<file path="src/rtl/pipe_ctrl_pkg.sv">
// Shared stall encodings and sequencer state codes for the pipeline controller.
// Stall vector bit order: [0]pc [1]if [2]id [3]ex [4]mem [5]wb, 1 = hold that stage.
package pipe_ctrl_pkg;

  localparam int STALL_W = 6;

  typedef logic [STALL_W-1:0] stall_bus_t;

  localparam stall_bus_t STALL_NONE = 6'b000000;
  localparam stall_bus_t STALL_IF   = 6'b000011;
  localparam stall_bus_t STALL_ID   = 6'b000111;
  localparam stall_bus_t STALL_EX   = 6'b001111;

  typedef enum logic [1:0] {
    ST_RUN     = 2'd0,
    ST_EX_BUSY = 2'd1,
    ST_FLUSH   = 2'd2
  } state_t;

endpackage

</file>
<file path="src/rtl/pipe_ctrl_perf.sv">
// Saturating stall-cycle counter; value visible one cycle after the counted cycle.
// No backpressure: inc is sampled every cycle, clear wins over inc.
module pipe_ctrl_perf #(
  parameter int PERF_W = 32
) (
  input  logic              clk,
  input  logic              rst,
  input  logic              inc,
  input  logic              clear,
  output logic [PERF_W-1:0] cnt_o
);

  always_ff @(posedge clk or posedge rst) begin
    if (rst) begin
      cnt_o <= '0;
    end else if (clear) begin
      cnt_o <= '0;
    end else if (inc && (cnt_o != {PERF_W{1'b1}})) begin
      cnt_o <= cnt_o + PERF_W'(1);
    end
  end

endmodule

</file>
<file path="src/rtl/pipe_ctrl.sv">
// Pipeline sequencer: stall_o combinational same cycle; flush_o/new_pc_o/ex_done_o one cycle late.
// Priority flush > multi-cycle EX > decode hazard > fetch wait; a flush aborts any EX op.
module pipe_ctrl
  import pipe_ctrl_pkg::*;
#(
  parameter int CNT_W  = 6,
  parameter int PERF_W = 32
) (
  input  logic              clk,
  input  logic              rst,
  input  logic              stallreq_if,
  input  logic              stallreq_id,
  input  logic              ex_start,
  input  logic [CNT_W-1:0]  ex_len,
  input  logic              flush_req,
  input  logic [31:0]       flush_pc,
  output logic [5:0]        stall_o,
  output logic              flush_o,
  output logic [31:0]       new_pc_o,
  output logic              ex_done_o,
  output logic              busy_o,
  output logic [PERF_W-1:0] stall_cnt_o
);

  state_t           state, state_nxt;
  logic [CNT_W-1:0] cnt, cnt_nxt;
  logic             flush_nxt, ex_done_nxt;
  logic [31:0]      new_pc_nxt;

  always_ff @(posedge clk or posedge rst) begin
    if (rst) begin
      state     <= ST_RUN;
      cnt       <= '0;
      flush_o   <= 1'b0;
      new_pc_o  <= '0;
      ex_done_o <= 1'b0;
    end else begin
      state     <= state_nxt;
      cnt       <= cnt_nxt;
      flush_o   <= flush_nxt;
      new_pc_o  <= new_pc_nxt;
      ex_done_o <= ex_done_nxt;
    end
  end

  always_comb begin
    state_nxt   = state;
    cnt_nxt     = cnt;
    flush_nxt   = 1'b0;
    new_pc_nxt  = new_pc_o;
    ex_done_nxt = 1'b0;
    stall_o     = STALL_NONE;
    unique case (state)
      ST_RUN: begin
        if (flush_req) begin
          state_nxt  = ST_FLUSH;
          flush_nxt  = 1'b1;
          new_pc_nxt = flush_pc;
        end else if (ex_start) begin
          // Zero length still owns ex for one cycle.
          stall_o   = STALL_EX;
          cnt_nxt   = (ex_len == '0) ? '0 : ex_len - CNT_W'(1);
          state_nxt = ST_EX_BUSY;
        end else if (stallreq_id) begin
          stall_o = STALL_ID;
        end else if (stallreq_if) begin
          stall_o = STALL_IF;
        end
      end
      ST_EX_BUSY: begin
        if (flush_req) begin
          cnt_nxt    = '0;
          state_nxt  = ST_FLUSH;
          flush_nxt  = 1'b1;
          new_pc_nxt = flush_pc;
        end else if (cnt != '0) begin
          stall_o = STALL_EX;
          cnt_nxt = cnt - CNT_W'(1);
        end else begin
          ex_done_nxt = 1'b1;
          state_nxt   = ST_RUN;
        end
      end
      ST_FLUSH: begin
        state_nxt = ST_RUN;
      end
      default: begin
        state_nxt = ST_RUN;
        cnt_nxt   = '0;
      end
    endcase
  end

  assign busy_o = (state != ST_RUN);

  // A second ex_start while an op owns ex would be silently lost.
  assert property (@(posedge clk) disable iff (rst) !(state == ST_EX_BUSY && ex_start));

  pipe_ctrl_perf #(
    .PERF_W (PERF_W)
  ) u_perf (
    .clk   (clk),
    .rst   (rst),
    .inc   (stall_o != STALL_NONE),
    .clear (1'b0),
    .cnt_o (stall_cnt_o)
  );

endmodule

</file>
<file path="config.mk">
export PLATFORM = sky130hd
export DESIGN_NAME = pipe_ctrl
export DESIGN_NICKNAME = d
export VERILOG_FILES = /design/src/rtl/pipe_ctrl_pkg.sv /design/src/rtl/pipe_ctrl_perf.sv /design/src/rtl/pipe_ctrl.sv
export SDC_FILE = /design/constraint.sdc
export NUM_CORES = 1
export LEC_CHECK = 0
export ABC_AREA = 1
export ABC_CLOCK_PERIOD_IN_PS = 2400
export CAP_MARGIN = 25
export CORE_UTILIZATION = 50
export CTS_BUF_LIST = sky130_fd_sc_hd__clkbuf_4
export DETAILED_ROUTE_END_ITERATION = 8
export PLACE_DENSITY = 0.83
export SYNTH_ARGS = -nofsm -noshare
export SYNTH_HDL_FRONTEND = slang
export SYNTH_HIERARCHICAL = 1
export SYNTH_SLANG_ARGS = --single-unit
</file>
<file path="constraint.sdc">
create_clock -name clk -period 2.4 [get_ports clk]
set_clock_uncertainty 0.2 [all_clocks]
set_input_delay 0.48 -clock clk [delete_from_list [all_inputs] [get_ports clk]]
set_output_delay 0.48 -clock clk [all_outputs]
set_load 0.02 [all_outputs]
</file>
==> metrics.log, run 1 <==
INFO  metric detail-route-antenna-nets = 0
INFO  metric ctsHoldBuffers = 0
INFO  metric area_taken_by_multi_input_logic_gates = 2150 um2
INFO  metric synth_seq_cells = 74
INFO  metric final-seq-area = 1850 um2
INFO  metric die_height = 94.3 um
INFO  metric num-nets-final = 794
INFO  metric min_period = 2370 ps
INFO  metric fillers = 681
INFO  metric hold_violations = 0
INFO  metric synthDominantCellAreaShare = 0.435
INFO  metric critPathArrivalTime = 1690 ps
INFO  metric power_per_cell_area = 549 nW/um2
INFO  metric die_w = 94.3 um
INFO  metric path_depth = 10
INFO  metric synth_seq_area_share = 0.435
INFO  metric final_gp_congestion = 0.967
INFO  metric clock-root-buffer = sky130_fd_sc_hd__clkbuf_4
INFO  metric synthToLayoutAreaGrowth = 37.9%
INFO  metric detail_routed_via_count_per_cell = 5.09
INFO  metric vdd_ir_drop_max = 0.420 mV
INFO  metric antenna_cells_inserted = 0
INFO  metric total_power = 3.22 mW
INFO  metric timing.critical_path.slowest_stage_cell = sky130_fd_sc_hd__dfrtp_1
INFO  metric cpLargestDelayFamily = flip-flops
INFO  metric gr-usage-all-layers = 0.274
INFO  metric rsz0062_at_grt = true
INFO  metric grt_first_pass_wirelength = 19000 um
INFO  metric route.vias.total = 4358
INFO  metric total_instance_count_after_detailed_placement = 833
INFO  metric hpwl = 8260 um
INFO  metric detail_route.first_pass.iterations = 5
INFO  metric cts.sinks = 74
INFO  metric total_of_endpoints_with_negative_setup_slack_in_the_final_report = 0
INFO  metric maxClockFrequency = 421 MHz
INFO  metric placeableCoreArea = 8220 um2
INFO  metric critPathMostFrequentCell = sky130_fd_sc_hd__nand2_4
INFO  metric cts_inserted_buffers = 9
INFO  metric number_of_global_route_vias_before_repair = 4327
INFO  metric final_cell_area = 5870 um2
INFO  metric clk_pin_slew = 140 ps
INFO  metric fp.dieArea = 8880 um2
INFO  metric starting_drc_count_in_detailed_routing = 204
INFO  metric worst_slew_margin_rel = 0.595
INFO  metric design.portCount = 117
INFO  metric cts_buffer_depth = 2
INFO  metric grt_remaining_overflow = 0
INFO  metric timing_worst_slew_pin_value = 605 ps
INFO  metric start_kind = flop
INFO  metric most-common-layout-cells = sky130_fd_sc_hd__nand2_1 (271), sky130_fd_sc_hd__clkdlybuf4s50_1 (109), sky130_fd_sc_hd__dfrtp_1 (73)
INFO  metric timing.critical_path.slowest_cell_delay = 420 ps
INFO  metric critical_path_required = 1720 ps
INFO  metric grt_start_max_net_pins = 43
INFO  metric syn_inst = 606
INFO  metric worst_r2r_path_depth = 10
INFO  metric crit_buf_inv = 3
INFO  metric synth.largest_area_cell = sky130_fd_sc_hd__dfrtp_1
INFO  metric drt-wirelength-per-cell = 13.4 um
INFO  metric maxSlewViolCount = 0
INFO  metric run_status = complete, no violations
INFO  metric route.final.wire_length = 11500 um
INFO  metric tritoncts = done
INFO  metric max_cap_viol_count = 0
INFO  metric mostFrequentLayoutCell = sky130_fd_sc_hd__nand2_1
INFO  metric hold_path.class = input pin to asynchronous set/reset pin
INFO  metric post_layout_nonfiller_instances = 856
INFO  metric worst_setup_path_end_kind = output port
INFO  metric yosysWarnings = 6
INFO  metric antenna_found_initial = 0
INFO  metric clkLatencyLatePin = 410 ps
INFO  metric criticalPathCategory = flop to output port
INFO  metric setup_total_negative_slack = 0 ps
INFO  metric h-tree-depth = 3
INFO  metric share_of_cells_above_drive_strength_1 = 0.117
INFO  metric yosys.cell_types.count = 35
INFO  metric initial_utilization = 0.518
INFO  metric std_cell_rows = 33
INFO  metric port_buffers = 114
INFO  metric route.detailed.drc = 0
INFO  metric final_worst_path_cycle_share = 0.989
INFO  metric path_cells = inv_2 > ha_4 > nand2_4 > nor2_4 > nand2_4 > nand2_4 > o21ai_4 > inv_2 > nand2_4 > buf_6
INFO  metric synth_area_leaders = sky130_fd_sc_hd__dfrtp_1 (44%), sky130_fd_sc_hd__nand2_1 (24%), sky130_fd_sc_hd__nor2_1 (5.6%)
INFO  metric detailed_place.area = 5630 um2
INFO  metric crit_path_max_fanout = 3
INFO  metric syn_area_per_cell = 7.02 um2
INFO  metric power.static_leakage = 2.83 nW
INFO  metric total_standard_cell_area_after_synthesis = 4260 um2
## worst reg2reg max path, cell delays in order, from the launching register on
cell,delay [ps]
sky130_fd_sc_hd__dfrtp_1,420
sky130_fd_sc_hd__ha_1,220
sky130_fd_sc_hd__nand2_1,100
sky130_fd_sc_hd__nor2_2,170
sky130_fd_sc_hd__nand2_1,70
sky130_fd_sc_hd__nor2_1,490
sky130_fd_sc_hd__nand3_1,170
sky130_fd_sc_hd__nand2_1,110
sky130_fd_sc_hd__nor2_1,40
sky130_fd_sc_hd__nand2_1,50
sky130_fd_sc_hd__nand2_1,40
## cells in the mapped netlist
master and instances:
sky130_fd_sc_hd__or2_2 1, sky130_fd_sc_hd__nor2_2 6, sky130_fd_sc_hd__nand4_1 12, sky130_fd_sc_hd__clkinv_1 1, sky130_fd_sc_hd__inv_1 47, sky130_fd_sc_hd__nand2_4 5
sky130_fd_sc_hd__buf_4 3, sky130_fd_sc_hd__nor2_4 4, sky130_fd_sc_hd__a21oi_1 3, sky130_fd_sc_hd__xnor2_1 3, sky130_fd_sc_hd__o21bai_1 2, sky130_fd_sc_hd__nor3_1 2
sky130_fd_sc_hd__nor2_8 1, sky130_fd_sc_hd__nand3b_1 1, sky130_fd_sc_hd__xor2_1 4, sky130_fd_sc_hd__ha_1 4, sky130_fd_sc_hd__a21boi_0 1, sky130_fd_sc_hd__o21ai_4 1
sky130_fd_sc_hd__and2_1 2, sky130_fd_sc_hd__inv_2 7, sky130_fd_sc_hd__clkbuf_1 3, sky130_fd_sc_hd__dfrtp_1 74, sky130_fd_sc_hd__buf_8 1, sky130_fd_sc_hd__o21ai_2 4
sky130_fd_sc_hd__buf_2 9, sky130_fd_sc_hd__o21ai_1 3, sky130_fd_sc_hd__buf_6 1, sky130_fd_sc_hd__nand3_4 1, sky130_fd_sc_hd__o22ai_1 3, sky130_fd_sc_hd__nand2_1 273
sky130_fd_sc_hd__nor2_1 63, sky130_fd_sc_hd__nand2_2 4, sky130_fd_sc_hd__o21ai_0 16, sky130_fd_sc_hd__nand3_1 40, sky130_fd_sc_hd__conb_1 1
## final timing paths
check / start / endpoint / slack, ps
worst max-delay path: cnt[0] / stall_o[0] / 30
worst min-delay path: rst / u_perf/cnt_o[8] / 250
worst max register to register: u_perf/cnt_o[1] / u_perf/cnt_o[18] / 240
worst min register to register: new_pc_o[25] / new_pc_o[25] / 280
max in group asynchronous: rst / state[0] / 1310
min in group clk: new_pc_o[25] / new_pc_o[25] / 280
## area by class of cell
class                   count  share of cell area
multi-input cells         464               0.366
flip-flops and latches     74               0.316
repair buffers            142               0.236
inverters                  55              0.0352
well taps                 105              0.0224
clock inverters             7              0.0128
clock buffers               9              0.0115
## flip-flops by register name, indices dropped and copies added (netlist names)
signal and count:
u_perf/cnt_o 32, new_pc_o 32, ex_done_o 1, cnt 6
state 2, flush_o 1
## kinds of logic after synthesis
group	count (synthesis)	synth area share
xor+xnor	7	0.0144
fa+ha+maj	4	0.0118
other cells	1	0.000881
simple gates	415	0.417
compound gates	33	0.0476
buf+inv	72	0.0732
flops	74	0.435
## power by group
part	leakage [nW]	internal [mW]	total [mW]	switching, mW
Combinational	1.79	0.452	0.978	0.526
Sequential	0.968	1.35	1.43	0.0794
Clock	0.0710	0.325	0.808	0.483
## repair_timing
item / in CTS / in global routing
resized for setup: 26 / 7
endpoints found under the hold margin: 0 / 0
setup buffers: 3 / 4
endpoints found under the setup margin: 5 / 5
pin swaps: 1 / 2
## metal layers
metal,part of all wire,up-vias,track usage
li1,-,2150,-
met1,0.40,2007,0.311
met3,0.060,36,0.0599
met5,0,-,0
met4,0.038,0,0.142
met2,0.50,165,0.477
## through the flow
step,util,setup WS (ps),hold WS (ps)
after floorplan,-,150,271
after global placement,0.686,-238,253
after detailed placement,0.686,-349,257
after CTS,0.710,3.09,255
after global routing,0.714,-42.4,319
final,0.714,25.5,253
(Power assumes the default switching activity.)
==> run 2, diff against run 1 <==
- GPL_TIMING_DRIVEN: unset -> 1
- SETUP_SLACK_MARGIN: unset -> 0.5
==> run 2 against run 1 <==
- the flow now finishes with violations (setup timing)
- non-clock buffer count increased by 26
- sequential share of layout area decreased by 2.2 points
- die area unchanged
- utilization increased by 6.7 points
- critical endpoint unchanged
- highest routed layer unchanged
==> metrics.log, run 2 (synthesis gave the netlist of run 1 again) <==
INFO  metric run_status = finished, violations left
INFO  metric failed_checks = setup timing
INFO  metric finalWorstSetupSlack = -83.9 ps
INFO  metric timing.critical_path.slowest_cell_delay = 430 ps
INFO  metric route.detailed.drc = 0
INFO  metric grt_first_pass_wirelength = 21700 um
INFO  metric final_worst_path_cycle_share = 1.03
INFO  metric maxSlewViolCount = 0
INFO  metric final_cell_area = 6420 um2
INFO  metric clk_pin_slew = 140 ps
INFO  metric final_gp_congestion = 0.911
INFO  metric placeableCoreArea = 8220 um2
INFO  metric worst_setup_path_end_kind = output port
INFO  metric start_kind = flop
INFO  metric total_instance_count_after_detailed_placement = 832
INFO  metric h-tree-depth = 3
INFO  metric mostFrequentLayoutCell = sky130_fd_sc_hd__nand2_1
INFO  metric grt_start_max_net_pins = 43
INFO  metric fillers = 528
INFO  metric antenna_found_initial = 0
INFO  metric critical_path_required = 1720 ps
INFO  metric cts_buffer_depth = 2
INFO  metric design.portCount = 117
INFO  metric hold_path.class = input pin to asynchronous set/reset pin
INFO  metric pre_cts_slack = -306 ps
INFO  metric route.final.wire_length = 14700 um
INFO  metric antenna_cells_inserted = 0
INFO  metric rsz0062_at_grt = true
INFO  metric route.vias.total = 4940
INFO  metric max_cap_viol_count = 0
INFO  metric timing.critical_path.slowest_stage_cell = sky130_fd_sc_hd__dfrtp_1
INFO  metric cts_inserted_buffers = 9
INFO  metric maxClockFrequency = 403 MHz
INFO  metric vdd_ir_drop_max = 0.421 mV
INFO  metric cpLargestDelayFamily = flip-flops
INFO  metric reg.largest.list = new_pc_o (32), u_perf/cnt_o (32), cnt (6)
INFO  metric min_period = 2480 ps
INFO  metric die_height = 94.3 um
INFO  metric detail_route.first_pass.iterations = 8
INFO  metric critPathArrivalTime = 1800 ps
INFO  metric die_w = 94.3 um
INFO  metric path_cells = inv_2 > ha_4 > nand2_4 > nor2_4 > nand2_4 > nand2_4 > o21ai_4 > inv_2 > nand2_4 > buf_6
INFO  metric critPathMostFrequentCell = sky130_fd_sc_hd__nand2_4
INFO  metric hpwl = 8550 um
INFO  metric share_of_cells_above_drive_strength_1 = 0.278
INFO  metric timing_worst_slew_pin_value = 539 ps
INFO  metric power.static_leakage = 3.24 nW
INFO  metric grt_remaining_overflow = 0
INFO  metric clock-root-buffer = sky130_fd_sc_hd__clkbuf_4
INFO  metric total_power = 3.31 mW
INFO  metric power_per_cell_area = 515 nW/um2
INFO  metric port_buffers = 114
INFO  metric initial_utilization = 0.518
INFO  metric num-nets-final = 820
INFO  metric synthToLayoutAreaGrowth = 50.8%
INFO  metric detailed_place.area = 5690 um2
INFO  metric criticalPathCategory = flop to output port
INFO  metric drt-wirelength-per-cell = 16.7 um
INFO  metric gr-usage-all-layers = 0.321
INFO  metric starting_drc_count_in_detailed_routing = 526
INFO  metric fp.dieArea = 8880 um2
INFO  metric clkLatencyLatePin = 450 ps
INFO  metric most-common-layout-cells = sky130_fd_sc_hd__nand2_1 (236), sky130_fd_sc_hd__nor2_1 (60), sky130_fd_sc_hd__dfrtp_1 (48)
INFO  metric number_of_global_route_vias_before_repair = 4582
INFO  metric crit_path_max_fanout = 3
INFO  metric std_cell_rows = 33
INFO  metric cts.sinks = 74
INFO  metric detail-route-antenna-nets = 0
INFO  metric post_layout_nonfiller_instances = 882
INFO  metric crit_buf_inv = 3
INFO  metric detail_routed_via_count_per_cell = 5.60
INFO  metric total_of_endpoints_with_negative_setup_slack_in_the_final_report = 4
INFO  metric worst_slew_margin_rel = 0.640
INFO  metric tritoncts = done
INFO  metric hold_violations = 0
[run 2: changes by cell type in the layout (fill, tap and decap cells not counted), moves of 12 or more]
cell / change
sky130_fd_sc_hd__nand2_2: +22
sky130_fd_sc_hd__dlygate4sd2_1: +30
sky130_fd_sc_hd__nand2_4: +12
sky130_fd_sc_hd__clkdlybuf4s15_2: +13
sky130_fd_sc_hd__dfrtp_1: -25
sky130_fd_sc_hd__dfrtp_2: +25
sky130_fd_sc_hd__nand2_1: -35
sky130_fd_sc_hd__clkbuf_2: +13
sky130_fd_sc_hd__clkdlybuf4s50_1: -66
[run 2: worst paths after layout]
path                         startpoint                to  slack, ps  cells after the start
setup / recovery                 cnt[0]        stall_o[0]        -80                     10
hold / removal                      rst  u_perf/cnt_o[25]        250                      3
setup reg to reg                 cnt[0]  u_perf/cnt_o[18]         80                     17
hold reg to reg            new_pc_o[23]      new_pc_o[23]        280                      2
max in group asynchronous           rst            cnt[3]       1350                      3
min in group clk           new_pc_o[23]      new_pc_o[23]        280                      2
[run 2: per-layer routing]
layer	routed length, um	vias to the layer above	track usage
met5	0	-	0
met4	858	0	0.194
met3	1280	99	0.0566
met2	7360	354	0.551
met1	5240	2278	0.371
li1	-	2209	-
[run 2: cell type report]
| type | instances | area, um2 | area share |
|---|---|---|---|
| timing repair buffer | 168 | 1690 | 0.263 |
| tap | 105 | 131 | 0.0205 |
| sequential | 74 | 1880 | 0.294 |
| multi-input combinational | 464 | 2370 | 0.370 |
| clock buffer | 10 | 75.1 | 0.0117 |
| clock inverter | 6 | 42.5 | 0.00663 |
| inverter | 55 | 221 | 0.0345 |
[run 2: worst reg2reg max path, delay by kind of cell, from the launching register on]
family          cells  cell delay, ps
simple gates        9             700
flops               1             430
compound gates      1              60
buf+inv             6             690
fa+ha+maj           1             150
[run 2: what timing repair did]
| action | in CTS | in global routing |
|---|---|---|
| setup endpoints to repair | 103 | 73 |
| gates cloned | 5 | 2 |
| hold buffers | 0 | 0 |
| endpoints found under the hold margin | 0 | 0 |
| pin swaps | 6 | 18 |
| buffers inserted | 12 | 15 |
| resized for setup | 166 | 104 |
[run 2: power by group]
| part | internal (mW) | total, mW | switching, mW |
|---|---|---|---|
| Clock | 0.226 | 0.724 | 0.499 |
| Sequential | 1.35 | 1.42 | 0.0708 |
| Combinational | 0.535 | 1.16 | 0.626 |
[run 2: stage by stage]
step	hold WS (ps)	utilization	setup TNS, ps
2_1_floorplan	271	-	0
3_3_place_gp	255	0.692	-967
3_5_place_dp	257	0.692	-1050
4_1_cts	262	0.743	-60.1
5_1_grt	292	0.781	-668
6_report	247	0.781	-234
